## config.mk

```make
export PLATFORM = sky130hd
export DESIGN_NAME = fifo_stream_reader_flat
export DESIGN_NICKNAME = d
export VERILOG_FILES = /design/src/rtl/fifo_pkg.sv /design/src/rtl/fifo_stream_reader_if.sv /design/src/rtl/fifo_stream_reader_skid_buf2.sv /design/src/rtl/fifo_stream_reader.sv /design/src/flat_wrapper.sv
export SDC_FILE = /design/constraint.sdc
export NUM_CORES = 1
export LEC_CHECK = 0
export ABC_AREA = 1
export ABC_CLOCK_PERIOD_IN_PS = 2300
export BUFFER_PORTS_ARGS = -buffer_cell sky130_fd_sc_hd__buf_4
export CAP_MARGIN = 10
export CORE_MARGIN = 2
export CORE_UTILIZATION = 45
export CTS_CLUSTER_DIAMETER = 30
export CTS_CLUSTER_SIZE = 30
export DETAILED_ROUTE_END_ITERATION = 8
export PLACE_DENSITY = 0.73
export SLEW_MARGIN = 0
export SYNTH_ARGS = -nofsm -noshare
export SYNTH_HDL_FRONTEND = slang
export SYNTH_HIERARCHICAL = 1
export SYNTH_SLANG_ARGS = --single-unit
```

## constraint.sdc

```tcl
create_clock -name clk -period 2.3 [get_ports clk]
set_clock_uncertainty 0.05 [all_clocks]
set_input_delay 0.23 -clock clk [delete_from_list [all_inputs] [get_ports clk]]
set_output_delay 0.23 -clock clk [all_outputs]
set_load 0.05 [all_outputs]
```

## src/rtl/fifo_pkg.sv

```systemverilog
// Shared constants for the synchronous FIFO and its stream reader.
//   FIFO_DATA_W  : default FIFO / stream word width
//   RDR_CNT_W    : default width of the reader's delivered-word counter
//   FIFO_RD_LAT  : FIFO read latency in cycles (registered data_out)
//   BUF_DEPTH    : reader output buffer depth in words
package fifo_pkg;

  localparam int unsigned FIFO_DATA_W = 16;
  localparam int unsigned RDR_CNT_W   = 16;
  localparam int unsigned FIFO_RD_LAT = 1;
  localparam int unsigned BUF_DEPTH   = 2;

endpackage

```

## src/rtl/fifo_stream_reader_if.sv

```systemverilog
// Bundle of the FIFO read-side signals and the outgoing valid/ready stream.
//   master : the reader (drives fifo_r_en, m_valid, m_data, word_count)
//   slave  : FIFO + downstream consumer (drive fifo_empty, fifo_rd_data, m_ready)
interface fifo_stream_reader_if #(
  parameter int unsigned DATA_W = fifo_pkg::FIFO_DATA_W,
  parameter int unsigned CNT_W  = fifo_pkg::RDR_CNT_W
);

  logic              fifo_empty;
  logic [DATA_W-1:0] fifo_rd_data;
  logic              fifo_r_en;
  logic              m_valid;
  logic [DATA_W-1:0] m_data;
  logic              m_ready;
  logic [CNT_W-1:0]  word_count;

  modport master (
    input  fifo_empty, fifo_rd_data, m_ready,
    output fifo_r_en, m_valid, m_data, word_count
  );

  modport slave (
    output fifo_empty, fifo_rd_data, m_ready,
    input  fifo_r_en, m_valid, m_data, word_count
  );

endinterface

```

## src/rtl/fifo_stream_reader_skid_buf2.sv

```systemverilog
// Two-entry registered output buffer (head/tail) with push/pop and occupancy.
//   clk, rst     : clock, async active-high reset
//   i_push       : write i_push_data this edge
//   i_push_data  : word to store
//   i_pop        : consume the head word this edge
//   o_count      : occupancy 0..2
//   o_valid      : head word present
//   o_head_data  : head word (registered)
module skid_buf2 #(
  parameter int unsigned DATA_W = fifo_pkg::FIFO_DATA_W
) (
  input  logic              clk,
  input  logic              rst,
  input  logic              i_push,
  input  logic [DATA_W-1:0] i_push_data,
  input  logic              i_pop,
  output logic [1:0]        o_count,
  output logic              o_valid,
  output logic [DATA_W-1:0] o_head_data
);

  logic [DATA_W-1:0] r_head;
  logic [DATA_W-1:0] r_tail;
  logic [1:0]        r_count;

  logic [DATA_W-1:0] w_head_nxt;
  logic [DATA_W-1:0] w_tail_nxt;
  logic [1:0]        w_count_nxt;

  // Next-state for head/tail/count; a pop is only ever requested while count != 0
  always_comb begin
    w_head_nxt  = r_head;
    w_tail_nxt  = r_tail;
    w_count_nxt = r_count;
    unique case ({i_push, i_pop})
      2'b10: begin
        if (r_count == 2'd0) w_head_nxt = i_push_data;
        else                 w_tail_nxt = i_push_data;
        if (r_count != 2'd2) w_count_nxt = r_count + 2'd1;
      end
      2'b01: begin
        if (r_count == 2'd2) w_head_nxt = r_tail;
        w_count_nxt = r_count - 2'd1;
      end
      2'b11: begin
        // Simultaneous pop and push: occupancy unchanged, incoming word joins behind
        if (r_count == 2'd2) begin
          w_head_nxt = r_tail;
          w_tail_nxt = i_push_data;
        end else begin
          w_head_nxt = i_push_data;
        end
      end
      default: ;
    endcase
  end

  // Buffer state register
  always_ff @(posedge clk or posedge rst) begin
    if (rst) begin
      r_head  <= '0;
      r_tail  <= '0;
      r_count <= 2'd0;
    end else begin
      r_head  <= w_head_nxt;
      r_tail  <= w_tail_nxt;
      r_count <= w_count_nxt;
    end
  end

  assign o_count     = r_count;
  assign o_valid     = (r_count != 2'd0);
  assign o_head_data = r_head;

endmodule

```

## src/rtl/fifo_stream_reader.sv

```systemverilog
// Read-side master for the synchronous FIFO: issues r_en, absorbs the one-cycle
// read latency and presents words as a full-throughput valid/ready stream.
//   clk, rst          : clock, async active-high reset (also resets the FIFO)
//   bus.fifo_empty    : FIFO empty flag
//   bus.fifo_rd_data  : FIFO data_out, valid the cycle after an accepted r_en
//   bus.fifo_r_en     : FIFO read enable (combinational, depends on m_ready)
//   bus.m_valid/m_data/m_ready : outgoing stream
//   bus.word_count    : stream handshakes since reset, wraps
module fifo_stream_reader #(
  parameter int unsigned DATA_W = fifo_pkg::FIFO_DATA_W,
  parameter int unsigned CNT_W  = fifo_pkg::RDR_CNT_W
) (
  input  logic                 clk,
  input  logic                 rst,
  fifo_stream_reader_if.master bus
);

  import fifo_pkg::*;

  // The in-flight tracking below assumes exactly one cycle of read latency
  if (FIFO_RD_LAT != 1) begin : g_rd_lat_chk
    $error("fifo_stream_reader supports only FIFO_RD_LAT == 1");
  end

  logic              r_in_flight;
  logic [CNT_W-1:0]  r_word_count;

  logic              w_pop;
  logic              w_r_en;
  logic              w_valid;
  logic [1:0]        w_count;
  logic [DATA_W-1:0] w_head;
  logic [2:0]        w_occ_after_pop;

  assign w_pop = w_valid && bus.m_ready;

  // Slots committed after this edge: buffered + arriving - leaving
  assign w_occ_after_pop = 3'(w_count) + 3'(r_in_flight) - 3'(w_pop);

  // Never read while empty; stop once every buffer slot is spoken for
  assign w_r_en = !rst && !bus.fifo_empty && (w_occ_after_pop < 3'(BUF_DEPTH));

  // A read accepted at this edge returns data to be captured at the next one
  always_ff @(posedge clk or posedge rst) begin
    if (rst) r_in_flight <= 1'b0;
    else     r_in_flight <= w_r_en;
  end

  // Delivered-word counter
  always_ff @(posedge clk or posedge rst) begin
    if (rst)        r_word_count <= '0;
    else if (w_pop) r_word_count <= r_word_count + CNT_W'(1);
  end

  skid_buf2 #(.DATA_W(DATA_W)) u_buf (
    .clk         (clk),
    .rst         (rst),
    .i_push      (r_in_flight),
    .i_push_data (bus.fifo_rd_data),
    .i_pop       (w_pop),
    .o_count     (w_count),
    .o_valid     (w_valid),
    .o_head_data (w_head)
  );

  assign bus.fifo_r_en  = w_r_en;
  assign bus.m_valid    = w_valid;
  assign bus.m_data     = w_head;
  assign bus.word_count = r_word_count;

endmodule

```

## src/flat_wrapper.sv

```systemverilog
// flat-port wrapper written by rule: the top's interface ports become plain ports
module fifo_stream_reader_flat import fifo_pkg::*;
#(
  parameter int unsigned DATA_W = fifo_pkg::FIFO_DATA_W,
  parameter int unsigned CNT_W  = fifo_pkg::RDR_CNT_W
)
  (clk, rst, bus_fifo_empty, bus_fifo_rd_data, bus_m_ready, bus_fifo_r_en, bus_m_valid, bus_m_data, bus_word_count);
  fifo_stream_reader_if #(.DATA_W(DATA_W), .CNT_W(CNT_W)) bus_i ();
  input  logic clk;
  input  logic rst;
  input wire logic [$bits(bus_i.fifo_empty)-1:0] bus_fifo_empty;
  input wire logic [$bits(bus_i.fifo_rd_data)-1:0] bus_fifo_rd_data;
  input wire logic [$bits(bus_i.m_ready)-1:0] bus_m_ready;
  output wire logic [$bits(bus_i.fifo_r_en)-1:0] bus_fifo_r_en;
  output wire logic [$bits(bus_i.m_valid)-1:0] bus_m_valid;
  output wire logic [$bits(bus_i.m_data)-1:0] bus_m_data;
  output wire logic [$bits(bus_i.word_count)-1:0] bus_word_count;
  assign bus_i.fifo_empty = bus_fifo_empty;
  assign bus_i.fifo_rd_data = bus_fifo_rd_data;
  assign bus_i.m_ready = bus_m_ready;
  assign bus_fifo_r_en = bus_i.fifo_r_en;
  assign bus_m_valid = bus_i.m_valid;
  assign bus_m_data = bus_i.m_data;
  assign bus_word_count = bus_i.word_count;
  fifo_stream_reader #(.DATA_W(DATA_W), .CNT_W(CNT_W)) u_core (.clk(clk), .rst(rst), .bus(bus_i));
endmodule
```

==> results.tsv, run 1 <==
metric	value	unit
timing.critical_path.arrival	2.33	ns
row_count	28	
total_half_perimeter_wirelength_after_legalization_and_detailed_placement	4070	microns
pwr_density_cell	1337	mW/mm^2
postSynth.topFlopCell	dfrtp_1	
first_pass_grt_wire_length	10160	microns
crit_path_max_incr_delay	0.51	ns
p_sw_share	48.57	%
detail_route.wl_per_cell	12.72	microns
dieHeight	82.18	microns
die_area	0.006753	sq mm
failed_checks	negative setup slack	
post-route-min-period	2.615	ns
synth_cell_types	27	
ios	54	
ant_nets	0	
critical_path.most_common_cell	nand2_2	
cells_after_dpl	459	
fp.dieW	82.18	microns
clockBufferDepth	2	
crit_path_start_kind	flip-flop	
fin_nets	418	
via_count	2307	
fin_cells	471	
area_growth	24.57	%
final_layout_size_suffix_gt1_share	33.33	%
count_of_input_and_output_buffers	53	
tritoncts_clock_tree	yes	
insertion_delay	0.31	ns
grt_setup_unrepaired	true	
place_area	0.003291	sq mm
initialDrtViolationCount	194	
worst_hold_slack	0.03518	ns
grt.total_usage	19.58	%
tritoncts_num_sinks	51	
fin_ws	-0.3145	ns
sequential_fraction_of_the_synthesis_area	46.41	%
crit_fanout	2	
max_slew_margin	69.17	%
endpoint_kind	output pin	
critical_path.n_buffers_inverters	4	
number_of_global_route_vias_before_repair	2203	
path_clk_slew	0.09	ns
worst_pin_slew	0.4613	ns
min_period_over_period	113.7	%
cells_along_the_critical_path	nor2_4, clkinvlp_4, nand2_4, inv_6, ha_4, inv_2, nand2_2, fa_1, nand2_2, nor3_4, buf_6	
stdcell_area	0.003426	sq mm
finalMaxSlewViolations	0	
power_frac_clock	12.2	%
starting_density	46.45	%
post-synth-top-area-fraction	46.41	%
min-delay-path-class	in2reg	
seqPwrFrac	32.4	%
report.final.setup_viol	1	
yosysWarningCount	6	
fillers	542	
synth_edf_count	0	
n_diodes	0	
synth_cells	331	
path_delay_family	adder cells	
postSynthRegisterBits	51	
grt_antenna_before_repair	0	
synth_area	0.002750	sq mm
p_sw	2.225	mW
drt_pass1_iterations	5	
number_of_buffers_inserted_during_clock_tree_synthesis	5	
final_hold_viol_count	0	
critPathRequiredTime	2.02	ns
syn_nets	354	
max_cap_viol_count	0	
synth_top_cells_by_area	dfrtp_1, nand2_1, nand3_1, inv_1, nand2_2	
drt_wl_total	5991	microns
intPower	2.355	mW
grt_max_degree	35	
run_status	finished, violations left	
syn_avg_cell_area	8.309	sq um
ffs_w_async_s_r_synth	100.0	%
via_per_inst	4.898	
static-leakage-power	1.783	nW
drc	0	
timing.setup.critical_path_class	reg2out	
synth_largest_area_cell	dfrtp_1	
clock-root-buffer	clkbuf_8	
timing.critical_path.slowest_stage_cell	fa_1	
core_area	0.005921	sq mm
globalRoute.totalOverflow	0	
cts-htree-levels	2	
power.combinational.fraction	55.3	%
achievable-frequency	0.3825	GHz
power.total	4.580	mW
routabilityCongestion	0.7909	
peakVddDrop	0.8125	mV
## timing repair
item / in CTS / in global routing
gates resized for setup: 1 / 0
setup endpoints to repair: 1 / 1
endpoints found under the hold margin: 51 / 0
hold buffers: 1 / 0
pin swaps: 3 / 0
buffers inserted: 2 / 1
## worst reg2reg max path: stages (launching register included)
cell and delay [ns]:
dfrtp_2 0.43, nor2_4 0.14, clkinvlp_4 0.12, nand2_4 0.09
inv_6 0.03, ha_4 0.20, inv_2 0.04, nand2_2 0.04
fa_1 0.51, nand2_2 0.07, nor3_4 0.18
## power groups by stage
stage,clock (mW),combinational [mW],sequential [mW]
detailed placement,0,2.51,1.50
CTS,0.578,2.54,1.49
floorplan,0,1.20,2.16
finish,0.561,2.53,1.48
global placement,0,2.45,1.48
global route,0.612,2.78,1.53
## through the flow
step,TNS [ns],utilization [%],setup WS [ns]
CTS,-0.3462,57.73,-0.3462
detailed placement,-0.05094,55.58,-0.05094
global placement,-0.01132,55.58,-0.01132
floorplan,-1.082,-,-0.5676
global route,-0.4437,57.86,-0.4437
finish,-0.3145,57.86,-0.3145
## sequential cells by signal (all words and copies together), names as in the netlist
register and cells:
u_core/bus.word_count 16, u_core/u_buf/o_head_data 16, u_core/u_buf/r_tail 16, u_core/u_buf/o_count 2, u_core/r_in_flight 1
## placed cells by master, fill, tap and decap left out, types with 4 or more instances in the layout
| master | instances |
|---|---|
| o21ai_2 | 14 |
| nor2_4 | 5 |
| nand2_2 | 23 |
| clkbuf_8 | 6 |
| nand3_1 | 54 |
| buf_4 | 64 |
| dfrtp_1 | 50 |
| xor2_1 | 9 |
| inv_1 | 50 |
| nor2_2 | 4 |
| nor2_1 | 13 |
| nand2_1 | 72 |
## per-layer routing
layer  up-vias  track usage (%)  wire, microns
li1       1151                -              -
met3         8            4.348            317
met2        60            29.84           2858
met4         0            7.833             93
met5         -                0              0
met1      1088            27.09           2722
## worst paths after layout
kind,to,slack (ns),cells past startpoint,start
setup / recovery,bus_fifo_r_en,-0.31,11,u_core/u_buf/o_count[1]
hold / removal,u_core/r_in_flight,0.04,2,bus_fifo_empty
setup reg to reg,u_core/r_in_flight,0.32,10,u_core/u_buf/o_count[1]
hold reg to reg,u_core/u_buf/o_head_data[4],0.44,2,u_core/u_buf/o_head_data[4]
max in group asynchronous,u_core/u_buf/o_count[1],1.34,4,rst
min in group asynchronous,u_core/bus.word_count[2],0.49,4,rst
## Yosys cell counts, types with 2 or more instances
master	n
o21ai_0	3
nand2_2	22
nand2_1	74
nor2_1	13
nor2_4	5
ha_1	2
nand3b_1	2
dfrtp_1	51
xor2_1	9
nand3_1	54
inv_1	52
nand4_1	3
o21ai_2	14
buf_6	5
inv_2	3
buf_2	3
nor2_2	4
xnor2_1	3
## cells by family (layout without fill, tap and decap cells)
group / count (synthesis) / after routing / share of synthesized area, %
AOI/OAI and AO/OA: 21 / 21 / 6.324
xor gates and xnor gates: 12 / 12 / 3.822
adders and majority gates: 3 / 3 / 1.638
buffers and inverters: 66 / 131 / 10.74
DFF: 51 / 51 / 46.41
and+or+nand+nor: 178 / 178 / 31.07
## cell type report
type	count	area [sq um]	share of cell area, %
inverters	56	221.5	6.465
clock buffers	6	82.58	2.411
well taps	75	93.84	2.739
repair buffers	67	521.8	15.23
flip-flops and latches	51	1277	37.29
multi-input cells	214	1212	35.39
clock inverters	2	16.27	0.4748
(Power assumes the default switching activity.)
==> run 2, diff against run 1 <==
--- a/config.mk
+++ b/config.mk
@@ -15,6 +15,7 @@
 export CTS_CLUSTER_SIZE = 30
 export DETAILED_ROUTE_END_ITERATION = 8
 export PLACE_DENSITY = 0.73
+export SETUP_SLACK_MARGIN = 0.5
 export SLEW_MARGIN = 0
 export SYNTH_ARGS = -nofsm -noshare
 export SYNTH_HDL_FRONTEND = slang
==> results.tsv, run 2 (synthesis results as in run 1) <==
metric	value	unit
cells_along_the_critical_path	nor2_4, clkinvlp_4, nand2_4, inv_6, ha_4, inv_2, nand2_2, fa_1, nand2_2, nor3_4, buf_6	
static-leakage-power	1.852	nW
report.final.setup_viol	1	
globalRoute.totalOverflow	0	
min_period_over_period	114.1	%
hold_depth	3	
post_layout_util	60.00	%
timing.setup.critical_path_class	reg2out	
worstSetupPathDepth	11	
critical_path.most_common_cell	nand2_2	
clockBufferDepth	2	
n_diodes	0	
peakVddDrop	0.8039	mV
fp.dieW	82.18	microns
fin_cells	478	
worst_hold_slack	0.07388	ns
die_area	0.006753	sq mm
pwr_density_cell	1323	mW/mm^2
number_of_global_route_vias_before_repair	2291	
tritoncts_clock_tree	yes	
achievable-frequency	0.3811	GHz
tritoncts_num_sinks	51	
min-delay-start	bus_fifo_rd_data[4]	
dieHeight	82.18	microns
fin_ws	-0.3242	ns
crit_path_start_kind	flip-flop	
grt_setup_unrepaired	true	
ant_nets	0	
core_area	0.005921	sq mm
worst_pin_slew	0.4431	ns
fillers	513	
crit_fanout	2	
starting_density	46.45	%
cts-htree-levels	2	
finalMaxSlewViolations	0	
timing.critical_path.arrival	2.34	ns
fin_nets	425	
via_per_inst	4.954	
reg_to_reg_startpoint	u_core/u_buf/o_count[0]	
min-delay-path-class	in2reg	
grt_antenna_before_repair	0	
total_half_perimeter_wirelength_after_legalization_and_detailed_placement	4162	microns
row_count	28	
cells_after_dpl	460	
initialDrtViolationCount	133	
drt_wl_total	6159	microns
setup-tns-final	-0.3242	ns
endpoint_kind	output pin	
path_delay_family	adder cells	
max_slew_margin	70.46	%
grt_max_degree	35	
failed_checks	negative setup slack	
startpoint_of_the_most_critical_setup_path	u_core/u_buf/o_count[0]	
count_of_input_and_output_buffers	53	
insertion_delay	0.30	ns
worst_r2r_path_depth	12	
via_count	2368	
grt.total_usage	19.43	%
drc	0	
layout_common_cells	nand2_1, buf_4, nand3_1	
area_growth	29.16	%
post-route-min-period	2.624	ns
stdcell_area	0.003552	sq mm
ios	54	
drt_pass1_iterations	4	
detail_route.wl_per_cell	12.88	microns
critPathRequiredTime	2.02	ns
final_layout_size_suffix_gt1_share	35.24	%
path_clk_slew	0.10	ns
multi_input_comb_area	0.001239	sq mm
final_common_cell	nand2_1	
number_of_buffers_inserted_during_clock_tree_synthesis	5	
timing.critical_path.slowest_stage_cell	fa_1	
final-seq-area	0.001279	sq mm
max_cap_viol_count	0	
routabilityCongestion	0.8219	
run_status	finished, violations left	
final_hold_viol_count	0	
first_pass_grt_wire_length	10120	microns
critical_path.n_buffers_inverters	4	
crit_path_max_incr_delay	0.50	ns
clock-root-buffer	clkbuf_8	
place_area	0.003292	sq mm
run 2: cell count changes in the layout (fill, tap and decap cells not counted), sizes merged:
| cell | before | now |
|---|---|---|
| buf | 66 | 72 |
| bufbuf | 0 | 1 |
| clkbuf | 6 | 7 |
| clkinv | 1 | 0 |
run 2: worst min-delay path, delay by kind of cell:
kind	cells	cell delay [ns]
buffers and inverters	1	0.09
AO/OA/AOI/OAI	1	0.04
AND/OR/NAND/NOR	1	0.05
run 2: path summary, 6_finish.rpt:
kind                                                    end  slack [ns]
worst min register to register  u_core/u_buf/o_head_data[1]        0.44
max in group asynchronous           u_core/u_buf/o_count[1]        1.31
min in group asynchronous         u_core/bus.word_count[14]        0.53
worst max-delay path                          bus_fifo_r_en       -0.32
worst max register to register           u_core/r_in_flight        0.11
worst min-delay path                 u_core/u_buf/r_tail[4]        0.07
run 2: what timing repair did:
| action | CTS | global route |
|---|---|---|
| pin swaps | 6 | 4 |
| gates cloned | 1 | 0 |
| hold buffers | 1 | 0 |
| setup buffers | 6 | 2 |
| setup endpoints to repair | 34 | 35 |
| hold endpoints to repair | 51 | 0 |
| resized for setup | 8 | 4 |
run 2: routing by layer:
metal  wire (microns)  global-route usage (%)
met3              273                   3.913
met1             2699                   24.81
met2             3132                   33.25
met5                0                       0
met4               54                   6.000
run 2: cell type report:
type | instances | area share [%]
sequential | 51 | 36.00
multi-input combinational | 214 | 34.87
timing repair buffer | 74 | 17.33
inverter | 56 | 6.235
clock buffer | 7 | 2.712
tap | 75 | 2.642
clock inverter | 1 | 0.2113
run 2: per-stage QoR:
step	power [mW]	setup WS [ns]
2_1_floorplan	3.372	-0.5676
3_3_place_gp	3.941	-0.02801
3_5_place_dp	3.988	-0.04554
4_1_cts	4.696	-0.3312
5_1_grt	5.044	-0.4382
6_report	4.700	-0.3242
run 2: power by group:
part / total (mW) / switching [mW] / internal (mW)
clock network: 0.574 / 0.300 / 0.274
logic: 2.65 / 1.72 / 0.935
registers: 1.47 / 0.211 / 1.26
total: 4.70 / 2.23 / 2.47
==> run 3, diff against run 2 <==
--- a/config.mk
+++ b/config.mk
@@ -5,16 +5,17 @@
 export SDC_FILE = /design/constraint.sdc
 export NUM_CORES = 1
 export LEC_CHECK = 0
-export ABC_AREA = 1
 export ABC_CLOCK_PERIOD_IN_PS = 2300
 export BUFFER_PORTS_ARGS = -buffer_cell sky130_fd_sc_hd__buf_4
 export CAP_MARGIN = 10
+export CELL_PAD_IN_SITES_DETAIL_PLACEMENT = 1
+export CELL_PAD_IN_SITES_GLOBAL_PLACEMENT = 1
 export CORE_MARGIN = 2
-export CORE_UTILIZATION = 45
+export CORE_UTILIZATION = 39
 export CTS_CLUSTER_DIAMETER = 30
 export CTS_CLUSTER_SIZE = 30
 export DETAILED_ROUTE_END_ITERATION = 8
-export PLACE_DENSITY = 0.73
+export PLACE_DENSITY = 0.79
 export SETUP_SLACK_MARGIN = 0.5
 export SLEW_MARGIN = 0
 export SYNTH_ARGS = -nofsm -noshare
==> results.tsv, run 3 <==
metric	value	unit
sequential_fraction_of_the_synthesis_area	49.39	%
static-leakage-power	1.566	nW
startpoint_of_the_most_critical_setup_path	u_core/u_buf/o_count[1]	
timing.critical_path.slowest_stage_cell	dfrtp_2	
ffs_w_async_s_r_synth	100.0	%
cells_after_dpl	340	
synth_area	0.002584	sq mm
fin_nets	308	
peakVddDrop	0.6960	mV
pwr_density_cell	1528	mW/mm^2
syn_avg_cell_area	11.96	sq um
fp.dieW	85.40	microns
number_of_buffers_inserted_during_clock_tree_synthesis	5	
post-route-min-period	2.729	ns
routabilityCongestion	0.7367	
number_of_global_route_vias_before_repair	2264	
layout_common_cells	buf_4, dfrtp_1, nand3_1	
final_hold_viol_count	17	
stdcell_area	0.003580	sq mm
grt.total_usage	20.92	%
die_area	0.007292	sq mm
grt_max_degree	35	
final_layout_size_suffix_gt1_share	50.00	%
initialDrtViolationCount	91	
final_common_cell	buf_4	
postSynth.topFlopCell	dfrtp_1	
cells_along_the_critical_path	or2_4, and2_4, ha_4, nand2b_4, fa_2, xor2_2, nor4b_4, buf_6	
max_cap_viol_count	0	
detail_route.wl_per_cell	20.74	microns
synth_top_cells_by_area	dfrtp_1, a211oi_2, a31oi_2, o211ai_1, mux2_1	
min-delay-path-class	in2async	
ant_nets	0	
row_count	29	
path_clk_slew	0.10	ns
syn_nets	239	
synth_cell_types	38	
max_slew_margin	57.68	%
min_period_over_period	118.6	%
n_diodes	0	
globalRoute.totalOverflow	0	
fin_ws	-0.4286	ns
crit_path_max_incr_delay	0.41	ns
first_pass_grt_wire_length	11810	microns
fillers	669	
worst_r2r_path_depth	8	
worst_hold_slack	-0.01885	ns
tritoncts_num_sinks	51	
area_growth	38.55	%
grt_antenna_before_repair	0	
yosysWarningCount	6	
drt_wl_total	7530	microns
synth_largest_area_cell	dfrtp_1	
run_status	finished, violations left	
crit_fanout	2	
final-seq-area	0.001277	sq mm
count_of_input_and_output_buffers	53	
place_area	0.003110	sq mm
post-synth-top-area-fraction	49.39	%
via_count	2064	
postSynthRegisterBits	51	
timing.critical_path.arrival	2.45	ns
clockBufferDepth	2	
drt_pass1_iterations	4	
yosys.cell_count.top_type	dfrtp_1	
finalMaxSlewViolations	0	
core_area	0.006386	sq mm
timing.setup.critical_path_class	reg2out	
total_half_perimeter_wirelength_after_legalization_and_detailed_placement	4376	microns
tritoncts_clock_tree	yes	
reg_to_reg_startpoint	u_core/u_buf/o_count[1]	
synth_commonest_cells	dfrtp_1, nand3_1, o211ai_1, xnor2_1	
crit_path_start_kind	flip-flop	
drc	0	
failed_checks	negative hold slack, negative setup slack	
synth_edf_count	0	
via_per_inst	5.686	
critPathRequiredTime	2.02	ns
starting_density	40.46	%
report.final.setup_viol	1	
multi_input_comb_area	0.001364	sq mm
ios	54	
endpoint_kind	output pin	
cts-htree-levels	2	
postCtsHoldBufs	0	
worst_pin_slew	0.6341	ns
insertion_delay	0.32	ns
clock-root-buffer	clkbuf_8	
dieHeight	85.40	microns
synth_cells	216	
fin_cells	363	
achievable-frequency	0.3665	GHz
grt_setup_unrepaired	true	
[run 3: cell count changes after synthesis, moves of 9 or more]
cell	previous run	this run
nand2_1	74	9
inv_1	52	6
nand3_1	54	19
nand2_2	22	0
o211ai_1	0	16
o21ai_2	14	0
nor2_1	13	2
a211oi_2	0	10
a31oi_2	0	10
mux2_1	0	10
xnor2_1	3	12
[run 3: layer usage]
layer | up-vias | share of wire (%) | global-route usage [%]
met4 | 0 | 3.2 | 9.380
li1 | 932 | - | -
met2 | 57 | 52 | 35.80
met5 | - | 0 | 0
met1 | 1055 | 41 | 25.98
met3 | 20 | 3.6 | 3.307
[run 3: worst max-delay path: cells and delay by family (launching register included)]
family                     cells  cell delay [ns]
xor gates and xnor gates       1             0.17
DFF                            1             0.41
adders and majority gates      2             0.57
and+or+nand+nor                4             0.77
buffers and inverters          1             0.20
[run 3: worst paths after layout]
kind | end | slack, ns
setup / recovery | bus_fifo_r_en | -0.43
hold / removal | u_core/r_in_flight | -0.02
setup reg to reg | u_core/u_buf/o_head_data[15] | 0.20
hold reg to reg | u_core/bus.word_count[15] | 0.42
max in group asynchronous | u_core/bus.word_count[11] | 1.81
min in group clk | u_core/r_in_flight | 0.04
[run 3: through the flow]
step                hold WS (ns)  setup slack, ns  setup TNS (ns)  util, %  total power [mW]
floorplan                 0.1061          -0.7146          -1.391        -             3.548
global placement          0.3264          -0.1044         -0.1044    48.71             4.159
detailed placement        0.3494          -0.1753         -0.1753    48.71             4.269
CTS                      0.01020          -0.4098         -0.4098    54.55             5.269
global route             0.03173          -0.5199         -0.5199    56.05             5.727
finish                  -0.01885          -0.4286         -0.4286    56.05             5.471
[run 3: cells by family (layout without fill, tap and decap cells)]
family | Yosys count | count (layout) | synth area share, %
compound gates | 53 | 54 | 19.03
flops | 51 | 51 | 49.39
simple gates | 51 | 51 | 11.28
buf+inv | 23 | 92 | 4.794
mux | 18 | 18 | 7.990
xor+xnor | 17 | 17 | 5.763
fa+ha+maj | 3 | 3 | 1.743
[run 3: repair_timing]
action                     in CTS  in global routing
setup buffers                   9                  3
pin swaps                       8                  7
resized for setup              22                 14
setup endpoints to repair      34                 38
cloned                          3                  0
[run 3: area by class of cell]
cell class,instances,share of cell area [%]
tap,77,2.691
clock buffer,7,2.412
inverter,6,0.6292
timing repair buffer,78,20.34
clock inverter,1,0.1398
sequential,51,35.69
multi-input combinational,143,38.10
[run 3: report_power, final]
part | internal, mW | switching (mW)
combinational | 1.40 | 1.93
sequential | 1.27 | 0.331
clock | 0.243 | 0.298
total | 2.91 | 2.56
